## config.mk

```make
export PLATFORM = sky130hd
export DESIGN_NAME = multicycle_control_unit
export DESIGN_NICKNAME = d
export VERILOG_FILES = /design/src/rtl/multicycle_control_unit.sv
export SDC_FILE = /design/constraint.sdc
export NUM_CORES = 1
export LEC_CHECK = 0
export ABC_AREA = 1
export CAP_MARGIN = 30
export CORE_MARGIN = 1.5
export CORE_UTILIZATION = 45
export DETAILED_ROUTE_END_ITERATION = 12
export PLACE_DENSITY = 0.79
export RECOVER_POWER = 50
export SLEW_MARGIN = 5
export SYNTH_ARGS = -nofsm -noshare
export SYNTH_HDL_FRONTEND = slang
export SYNTH_SLANG_ARGS = --single-unit
```

## constraint.sdc

```tcl
create_clock -name Clock -period 3.6 [get_ports Clock]
set_input_delay 0.54 -clock Clock [delete_from_list [all_inputs] [get_ports Clock]]
set_output_delay 0.54 -clock Clock [all_outputs]
set_load 0.1 [all_outputs]
```

## src/rtl/multicycle_control_unit.sv

```systemverilog
// Multi-cycle control FSM for the 24-bit CPU datapath.
// The instruction is sequenced through FETCH/DECODE/EXEC/MEM/WB. The opcode is
// captured once, on the DECODE->EXEC edge, so a datapath that changes the live
// opcode later cannot disturb an instruction that is already in flight.
// Strobes are decoded from the current state and the captured opcode. The only
// exception is PCWrite in MEM, which follows MemReady. Every output is held at
// 0 while Resetn is low. Retired instructions are counted on each PCWrite.
module multicycle_control_unit #(
    parameter int CNT_W = 16
) (
    input  logic             Clock,
    input  logic             Resetn,
    input  logic [3:0]       opcode,
    input  logic             MemReady,
    output logic             IRWrite,
    output logic             PCWrite,
    output logic             RegDst,
    output logic             Jump,
    output logic             Branch,
    output logic             MemRead,
    output logic             MemToReg,
    output logic             MemWrite,
    output logic             ALUSrc,
    output logic             RegWrite,
    output logic [1:0]       ALUOp,
    output logic             Illegal,
    output logic [2:0]       State,
    output logic [CNT_W-1:0] InstrCount
);

    typedef enum logic [2:0] {
        S_FETCH  = 3'd0,
        S_DECODE = 3'd1,
        S_EXEC   = 3'd2,
        S_MEM    = 3'd3,
        S_WB     = 3'd4
    } state_e;

    typedef enum logic [1:0] {
        ALU_ADD   = 2'b00,
        ALU_SUB   = 2'b01,
        ALU_FUNCT = 2'b10,
        ALU_IMM   = 2'b11
    } aluop_e;

    localparam logic [3:0] OP_RTYPE = 4'b0000;
    localparam logic [3:0] OP_LW    = 4'b1000;
    localparam logic [3:0] OP_SW    = 4'b1001;
    localparam logic [3:0] OP_BEQ   = 4'b1010;
    localparam logic [3:0] OP_J     = 4'b1100;

    state_e     state;
    logic [3:0] op_q;

    // Opcode classes, always taken from the captured opcode.
    logic is_rtype, is_ialu, is_lw, is_sw, is_beq, is_j;

    assign is_rtype = (op_q == OP_RTYPE);
    assign is_ialu  = (op_q >= 4'b0001) && (op_q <= 4'b0100);
    assign is_lw    = (op_q == OP_LW);
    assign is_sw    = (op_q == OP_SW);
    assign is_beq   = (op_q == OP_BEQ);
    assign is_j     = (op_q == OP_J);

    // State sequencing, opcode capture and the retired-instruction counter.
    // NOTE: sequential state uses non-blocking assignments, so every register
    // samples pre-edge values. This matters for InstrCount, which looks at the
    // PCWrite decoded from the state that is being left.
    always_ff @(posedge Clock or negedge Resetn) begin
        if (!Resetn) begin
            state      <= S_FETCH;
            op_q       <= 4'b0000;
            InstrCount <= '0;
        end else begin
            if (PCWrite) begin
                InstrCount <= InstrCount + CNT_W'(1);
            end
            case (state)
                S_FETCH: state <= S_DECODE;
                S_DECODE: begin
                    op_q  <= opcode;
                    state <= S_EXEC;
                end
                S_EXEC: begin
                    if (is_rtype || is_ialu) begin
                        state <= S_WB;
                    end else if (is_lw || is_sw) begin
                        state <= S_MEM;
                    end else begin
                        state <= S_FETCH;  // BEQ, J and illegal opcodes finish here
                    end
                end
                S_MEM: begin
                    if (MemReady) begin
                        state <= is_lw ? S_WB : S_FETCH;
                    end
                end
                S_WB:    state <= S_FETCH;
                default: state <= S_FETCH;  // the unused codes 5-7 recover to FETCH
            endcase
        end
    end

    // Datapath strobes: Moore decode of state and op_q, held at 0 during reset.
    always_comb begin
        // NOTE: every output gets a default before the case, so no path can infer a latch.
        IRWrite  = 1'b0;
        PCWrite  = 1'b0;
        RegDst   = 1'b0;
        Jump     = 1'b0;
        Branch   = 1'b0;
        MemRead  = 1'b0;
        MemToReg = 1'b0;
        MemWrite = 1'b0;
        ALUSrc   = 1'b0;
        RegWrite = 1'b0;
        ALUOp    = ALU_ADD;
        Illegal  = 1'b0;
        if (Resetn) begin
            case (state)
                S_FETCH:  IRWrite = 1'b1;
                S_DECODE: ;
                S_EXEC: begin
                    if (is_rtype) begin
                        ALUOp = ALU_FUNCT;
                    end else if (is_ialu) begin
                        ALUSrc = 1'b1;
                        ALUOp  = ALU_IMM;
                    end else if (is_lw || is_sw) begin
                        ALUSrc = 1'b1;  // address = base + offset
                    end else if (is_beq) begin
                        ALUOp   = ALU_SUB;
                        Branch  = 1'b1;
                        PCWrite = 1'b1;
                    end else if (is_j) begin
                        Jump    = 1'b1;
                        PCWrite = 1'b1;
                    end else begin
                        PCWrite = 1'b1;  // retire the illegal opcode as a NOP
                        Illegal = 1'b1;
                    end
                end
                S_MEM: begin
                    ALUSrc = 1'b1;  // keep the address stable while memory works
                    if (is_lw) begin
                        MemRead = 1'b1;
                    end else begin
                        MemWrite = 1'b1;
                        PCWrite  = MemReady;  // a store retires on its ready cycle
                    end
                end
                S_WB: begin
                    RegWrite = 1'b1;
                    PCWrite  = 1'b1;
                    if (is_rtype) begin
                        RegDst = 1'b1;
                        ALUOp  = ALU_FUNCT;
                    end else if (is_ialu) begin
                        ALUSrc = 1'b1;
                        ALUOp  = ALU_IMM;
                    end else begin
                        MemToReg = 1'b1;  // only a load reaches WB otherwise
                    end
                end
                default: ;
            endcase
        end
    end

    assign State = state;

endmodule

```

==> results of run 1 <==
## worst reg2reg max path: cells and delay by family (launching register included)
family / cells / cell delay, ps
AND/OR/NAND/NOR: 7 / 1490
flip-flops: 1 / 410
## state kept, by name (all words and copies together), names as in the netlist
register	cells
op_q	4
State	3
InstrCount	16
## metrics by stage
step / utilization / total power, mW / area [um^2]
floorplan: - / 1.10 / 1510
global placement: 0.609 / 1.26 / 1890
detailed placement: 0.609 / 1.27 / 1890
CTS: 0.617 / 1.39 / 1920
global route: 0.611 / 1.45 / 1900
finish: 0.611 / 1.37 / 1900
## area by class of cell
class | count | area (um^2)
fill | 303 | 1210
multi-input combinational | 171 | 803
sequential | 23 | 576
timing repair buffer | 39 | 349
inverter | 23 | 86.3
tap | 44 | 55.1
clock buffer | 4 | 26.3
## synth_stat cells, drive strengths merged
cell     n
a21oi    8
buf      3
clkbuf   1
dfrtp   23
ha       1
inv     23
nand2   80
nand3   30
nand3b   1
nand4    5
nor2    32
nor3     2
o21ai    4
o21bai   1
xnor2    4
xor2     3
## per-layer routing
metal | track usage | vias to the layer above
li1 | - | 776
met1 | 0.270 | 663
met2 | 0.312 | 46
met3 | 0.0192 | 5
met4 | 0.0870 | 0
met5 | 0 | -
## worst paths after layout
check                                            from                         end  slack [ps]  cells past startpoint
max in group asynchronous                      Resetn  InstrCount[10]$_DFFE_PN0P_        2790                      2
max reg2reg                       op_q[1]$_DFFE_PN0N_   InstrCount[4]$_DFFE_PN0P_        1640                      7
min in group Clock         InstrCount[15]$_DFFE_PN0P_  InstrCount[15]$_DFFE_PN0P_         540                      2
max                               op_q[1]$_DFFE_PN0N_                     PCWrite         680                      7
min reg2reg                InstrCount[15]$_DFFE_PN0P_  InstrCount[15]$_DFFE_PN0P_         540                      2
min                                            Resetn         op_q[3]$_DFFE_PN0N_          90                      1
## cells by family after synthesis
family,after synthesis
compound gates,13
xor+xnor,7
fa+ha+maj,1
buf+inv,27
flops,23
simple gates,150
## report_power, final
part	leakage, nW	internal, mW	switching [mW]
sequential	0.302	0.316	0.0636
combinational	0.607	0.189	0.676
clock	0.0150	0.0433	0.0762
total	0.924	0.549	0.816
==> results.md, run 1 <==
- The run finished with clean final reports.
- The smallest clock period supported by the final layout is computed as 2920 ps.
- The number of nets in the synthesized netlist is 229.
- In this design, the stage delay of the slowest critical-path cell is 450 ps.
- The fmax is 343 MHz.
- The congestion estimate from routability-driven global placement came to 0.864.
- Of the total synthesized cell area, the portion taken by XOR and XNOR cells is 0.0411.
- The number of buffer cells added on primary ports is 38.
- The sort of element at the end of the critical path is an output pin.
- The synthesized design contains 23 register bits.
- The tightest slew margin relative to the limit is 0.349.
- The clock root buffer master is clkbuf_4.
- The Yosys step of the flow raised 0 warnings.
- The sum of routed wire length over all layers is 3230 um.
- The total area inside the core boundary comes to 0.00310 mm^2.
- The sum of overflow across all layers after global routing is 0.
- Summing every instance area after synthesis gives 0.00149 mm^2.
- In the detailed route, the total length drawn on met2 is 1410 um.
- The boundary pin count is 39.
- Once placement completed, the tool counted placed cells totaling 300.
- The critical path is of the register to output pin type.
- Each instance of the synthesized netlist takes up on average 6.74 um^2.
- The library cell used most frequently in the layout, excluding fill and tap cells, is nand2_1.
- The maximum number of pins on one net before global-route repair is 38.
- The number of nets with antenna violations after routing is 0.
- The final worst clock skew is 0.958 ps.
- The gate family responsible for the most delay along the worst path is simple AND/OR/NAND/NOR gates.
- The post-synthesis simple-gate area fraction is 0.442.
- The total vias in the final route is 1490.
- The count of antenna diodes in the layout is 0.
- Using the TritonRoute via totals, the vias-per-cell ratio works out to 4.90.
- Timing analysis after detailed placement gives a worst setup slack of 1120 ps.
- The synthesized netlist contains 23 unique library cells.
- The total number of H-tree levels is 1.
- The via count of the first global-routing pass is 1264.
- The CTS tree is yes.
- The floorplan step set the die width to 60.5 um.
- In the finished design, the share of the clock period the worst path needs comes to 0.810.
- The highest net fanout along the worst path is 17.
- The total met3 wirelength after detailed routing is 200 um.
- CTS saw 23 sinks.
- The signal on the critical path passes through nor2_1, nand3_1, nand4_1, nand2_4, nand2_1, inv_1, buf_4.
- The max-slew violation count is 0.
- The post-detailed-route wirelength per cell is 10.6 um.
- The post-layout worst setup margin is 685 ps.
- The highest-delay cell along the critical path is nand2_1.
- STA classifies the critical path startpoint as a register.
- For this configuration, the core starts out at a cell density of 0.480.
- The total negative slack for setup checks is 0 ps.
- The min-delay analysis places its worst path in the category primary input to async pin.
- The combinational family with the most area after synthesis is simple AND/OR/NAND/NOR gates.
- After clock tree synthesis, the repair step resized 0 gates.
- Detailed placement finished with a half-perimeter wire length of 2440 um.
- Measured along the y axis, the die boundary spans 60.5 um.
- The pre-antenna-repair detailed-routing pass consisted of 4 iterations.
- The total track usage is 0.195.
- The number of antenna violations at the first check in global routing is 0.
- The complex-gate fraction of the synthesized area was 0.0453.
- The total power divided by cell area is 720 mW/mm^2.
- The final-stage net count is 269.
- The starting DRC count in detailed routing is 77.
- Across the run, the number of max-cap violations was 0.
- After synthesis, the share of cell area in mux cells is 0.
- The area share of the leading cell type in the synthesized netlist is 0.386.
- The die covers 0.00367 mm^2.
- After detailed routing, the number of remaining DRC violations is 0.
- Hold repair after CTS inserted 0 buffers.
- The clock transition at the registers of the reported paths is 120 ps.
- The number of buffers on the longest clock path is 2.
- Relative to the synthesized area, the layout overhead comes to 27.2%.
- In the post-synthesis netlist, the biggest area contributors are dfrtp_1 39%, nand2_1 20%, nand3_1 10%, nor2_1 7.3%, inv_1 5.3%.
- The detailed-route wire length on metal 1 is 1560 um.
- The static leakage is 0.924 nW.
- The standard-cell row count is 20.
- The top metal layer carrying routed signals is met4.
- Synthesis produced 221 cells.
- Setup repair after global routing left no endpoint under its margin.
- Leaving out fill and tap cells, the most frequent cells in the layout are 79 x nand2_1, 30 x nand3_1, 28 x nor2_1, 24 x clkdlybuf4s50_1, 23 x dfrtp_1.
- The clock reaches the later pin of the worst-skew pair after 310 ps.
- The number of setup buffers added after CTS is 0.
- The data required time of the worst path is 3060 ps.
- The pin slew with the least headroom to its limit is 973 ps.
- Setup violations remaining at the end of the flow were counted as 0.
- The worst-case IR drop observed on VDD is 0.000599 V.
- The critical path contains buffers and inverters numbering 2 combined.
- The proportion of synthesized chip area in sequential cells is 0.386.
- The fraction of layout instances using a drive strength above 1 is 0.104.
- The tightest hold path in the finished design has a slack of 85.1 ps.
- The top cell type by total area after synthesis is dfrtp_1.
- The worst endpoint data arrival time is 2380 ps.
- The number of CTS-inserted buffers is 3.
- The finished layout holds 304 standard cells, fillers aside.
- The global-route wire length before repair is 5420 um.
- The share of synthesized cell area in full adder, half adder and majority cells is 0.00840.
- The count of endpoints failing hold in the final timing report is 0.
Power figures use the tool's default switching activity.
==> run 2, diff against run 1 <==
--- a/config.mk
+++ b/config.mk
@@ -8,9 +8,9 @@
 export ABC_AREA = 1
 export CAP_MARGIN = 30
 export CORE_MARGIN = 1.5
-export CORE_UTILIZATION = 45
+export CORE_UTILIZATION = 44
 export DETAILED_ROUTE_END_ITERATION = 12
-export PLACE_DENSITY = 0.79
+export PLACE_DENSITY = 0.8
 export RECOVER_POWER = 50
 export SLEW_MARGIN = 5
 export SYNTH_ARGS = -nofsm -noshare
==> constraint.sdc (replaced) <==
create_clock -name Clock -period 2.6 [get_ports Clock]
set_input_delay 0.39 -clock Clock [delete_from_list [all_inputs] [get_ports Clock]]
set_output_delay 0.39 -clock Clock [all_outputs]
set_load 0.1 [all_outputs]
==> run 2 against run 1 <==
  * Power is 47% higher
  * Non-clock buffer count rose by 2
  * Setup slack worse by 520 ps
  * Wire length is 6.5% higher
  * Clock skew is 14 ps higher
  * Hold slack better by 30 ps
  * Global-route usage is 1.7 points higher
  * Utilization up 4.5 points
  * Sequential share of layout area decreased by 2.2 points
  * First-iteration DRC count down 6.5%
  * Critical path type unchanged
  * Largest power group unchanged
==> results.md, run 2 (same netlist as run 1, synthesis figures left out) <==
- The flow ran to the end, and the final reports show no timing, DRC or antenna violations.
- Dividing the detail-routed via count by the number of cells gives 4.94.
- The critical path class is register to output pin.
- The endpoint identified for the worst register-to-register timing path is InstrCount[2]$_DFFE_PN0P_.
- In the layout the commonest cells are 78 x nand2_1, 30 x nand3_1, 22 x nor2_1, 21 x dfrtp_1, 20 x inv_1.
- The fraction of layout instances using a drive strength above 1 is 0.195.
- The clock root buffer master is clkbuf_4.
- The peak supply drop is 0.00111 V.
- The total track usage is 0.212.
- The total negative slack for setup checks is 0 ps.
- The total setup buffers inserted after CTS is 0.
- The pin slew with the least headroom to its limit is 1180 ps.
- The floorplan step set the die height to 61.2 um.
- The number of buffer and inverter stages on the critical path is 2.
- The gate family responsible for the most delay along the worst path is simple AND/OR/NAND/NOR gates.
- After detailed routing, the average wire length per cell comes to 11.2 um.
- The final weighted congestion in routability-driven placement is 0.866.
- After floorplanning, the core was divided into 20 placement rows.
- In this run the power spent charging and discharging nets is 1.20 mW.
- Input and output buffers added on the ports amount to 38.
- The path depth of the worst reg2reg path is 6.
- In this run the register-to-register setup slack is 910 ps.
- Global routing finished with a remaining overflow of 0.
- 39 I/O pins were placed.
- The relative area change from synthesis to final layout is 37.6%.
- For this design, the slowest cell found on the critical path is dfrtp_1.
- The highest net fanout along the worst path is 17.
- The total of hold buffers inserted after clock tree synthesis is 0.
- Max-cap violations in this run came to 0.
- Clock tree synthesis found a total of 23 sinks.
- The max-slew violation count is 0.
- Walking the worst path, the cells encountered are nor3_4, nand4_2, nand2_4, nand2_4, inv_1, buf_12.
- The CTS tree is yes.
- The count of antenna diodes in the layout is 0.
- The combinational group share of total power is 0.652.
- The sort of element at the end of the critical path is an output pin.
- Of the total power, registers draw 0.267.
- Detailed placement finished with a half-perimeter wire length of 2640 um.
- The library cell used most frequently in the layout, excluding fill and tap cells, is nand2_1.
- The via count of the first global-routing pass came to 1370.
- The worst register-to-register path begins at State[0]$_DFFE_PN0P_.
- Entering global routing, the biggest net connects 24 pins.
- The largest stage delay on the critical path is 470 ps.
- The clock group share of total power is 0.081.
- The minimum clock period is 2440 ps.
- In this run, the number of DRC markers left after iteration 0 of detailed routing was 72.
- The worst endpoint data arrival time is 2050 ps.
- The tightest min-delay check is of the primary input to async pin type.
- The post-cts resize count is 0.
- The number of flip-flops under the largest register name is 16.
- STA puts the critical path data required time at 2210 ps.
- After floorplanning, the core was sized to cover 0.00313 mm^2.
- The final route contains 1513 vias.
- The count of endpoints failing hold in the final timing report came to 0.
- The most frequent cell on the critical path is nand2_4.
- Dividing total power by cell area gives a power density of 980 mW/mm^2.
- The static leakage is 0.975 nW.
- The die span in x is 61.2 um.
- The design draws 2.01 mW.
- The clock transition at the registers of the reported paths is 130 ps.
- At the later pin of the worst-skew pair, clock insertion delay measures 320 ps.
- The overall die area is 0.00374 mm^2.
- The net count of the finished layout is 271.
- The register containing the most flip-flops in the final layout is InstrCount.
- The sum of routed wire length over all layers is 3440 um.
- The sort of element at the start of the critical path is a register.
- The final period utilization is 0.938.
- The worst pin sits at a relative slew slack of 0.217.
- For this configuration, the core starts out at a cell density of 0.476.
- The number of buffers on the longest clock path is 2.
- The number of antenna violations at the first check in global routing is 0.
- Setup repair after global routing left no endpoint under its margin.
- The number of endpoints failing setup at the final stage is 0.
- The count of nets left with antenna violations once routing finished came out at 0.
- The number of CTS-inserted buffers is 3.
- Based on the critical path, the design can be clocked at up to 410 MHz.
- In the routed design, unresolved DRC markers number 0.
- The iteration count of the initial detailed-routing pass is 4.
- The switching part of the total power is 0.596.
- The total number of H-tree levels is 1.
- Internal power comes to 0.812 mW.
- The global-route wire length before repair is 5980 um.
- The clock arrives with 15.2 ps of skew.
run 2: cell types whose count changed in the layout (fill, tap and decap cells not counted), sizes merged:
cell	previous run	this run
clkdlybuf4s50	24	5
clkbuf	5	14
buf	14	26
run 2: power groups by stage:
stage / Clock, mW / Combinational (mW) / Sequential [mW]
2_1_floorplan: 0 / 0.665 / 0.881
3_3_place_gp: 0 / 1.32 / 0.539
3_5_place_dp: 0 / 1.33 / 0.546
4_1_cts: 0.171 / 1.34 / 0.538
5_1_grt: 0.185 / 1.39 / 0.549
6_report: 0.163 / 1.31 / 0.536
run 2: final cells by class:
type / count / area [um^2]
timing repair buffer: 41 / 445
clock buffer: 4 / 26.3
tap: 44 / 55.1
sequential: 23 / 578
multi-input combinational: 171 / 860
inverter: 23 / 86.3
fill: 280 / 1080
run 2: stage by stage:
| stage | instances | setup slack (ps) | hold WS, ps | area (um^2) | utilization |
|---|---|---|---|---|---|
| after floorplan | 221 | -58.9 | 94.4 | 1560 | - |
| after global placement | 302 | 495 | 395 | 2060 | 0.660 |
| after detailed placement | 302 | 481 | 394 | 2060 | 0.660 |
| after CTS | 306 | 156 | 37.8 | 2090 | 0.668 |
| after global routing | 306 | 5.03 | 131 | 2050 | 0.656 |
| final | 306 | 161 | 115 | 2050 | 0.656 |
run 2: worst max-delay path by stage:
stage	slack (ps)	depth (start not counted)	from	end
floorplan	-60	5	State[0]$_DFFE_PN0P_	ALUOp[1]
global placement	490	8	MemReady	PCWrite
detailed placement	480	8	MemReady	PCWrite
CTS	160	7	op_q[2]$_DFFE_PN0N_	PCWrite
global route	5	7	op_q[2]$_DFFE_PN0N_	PCWrite
finish	160	6	State[0]$_DFFE_PN0P_	PCWrite
run 2: layer usage:
layer / track usage / wire, um / vias up
met1: 0.313 / 1650 / 668
met2: 0.307 / 1540 / 53
met3: 0.0525 / 225 / 4
met4: 0.0621 / 26 / 0
li1: - / - / 788
met5: 0 / 0 / -
==> run 3, diff against run 2 <==
--- a/config.mk
+++ b/config.mk
@@ -6,13 +6,12 @@
 export NUM_CORES = 1
 export LEC_CHECK = 0
 export ABC_AREA = 1
-export CAP_MARGIN = 30
+export CAP_MARGIN = 20
 export CORE_MARGIN = 1.5
 export CORE_UTILIZATION = 44
 export DETAILED_ROUTE_END_ITERATION = 12
 export PLACE_DENSITY = 0.8
 export RECOVER_POWER = 50
-export SLEW_MARGIN = 5
 export SYNTH_ARGS = -nofsm -noshare
 export SYNTH_HDL_FRONTEND = slang
 export SYNTH_SLANG_ARGS = --single-unit
==> results of run 3 <==
Final layout, timing and power as in run 2 (identical DEF).
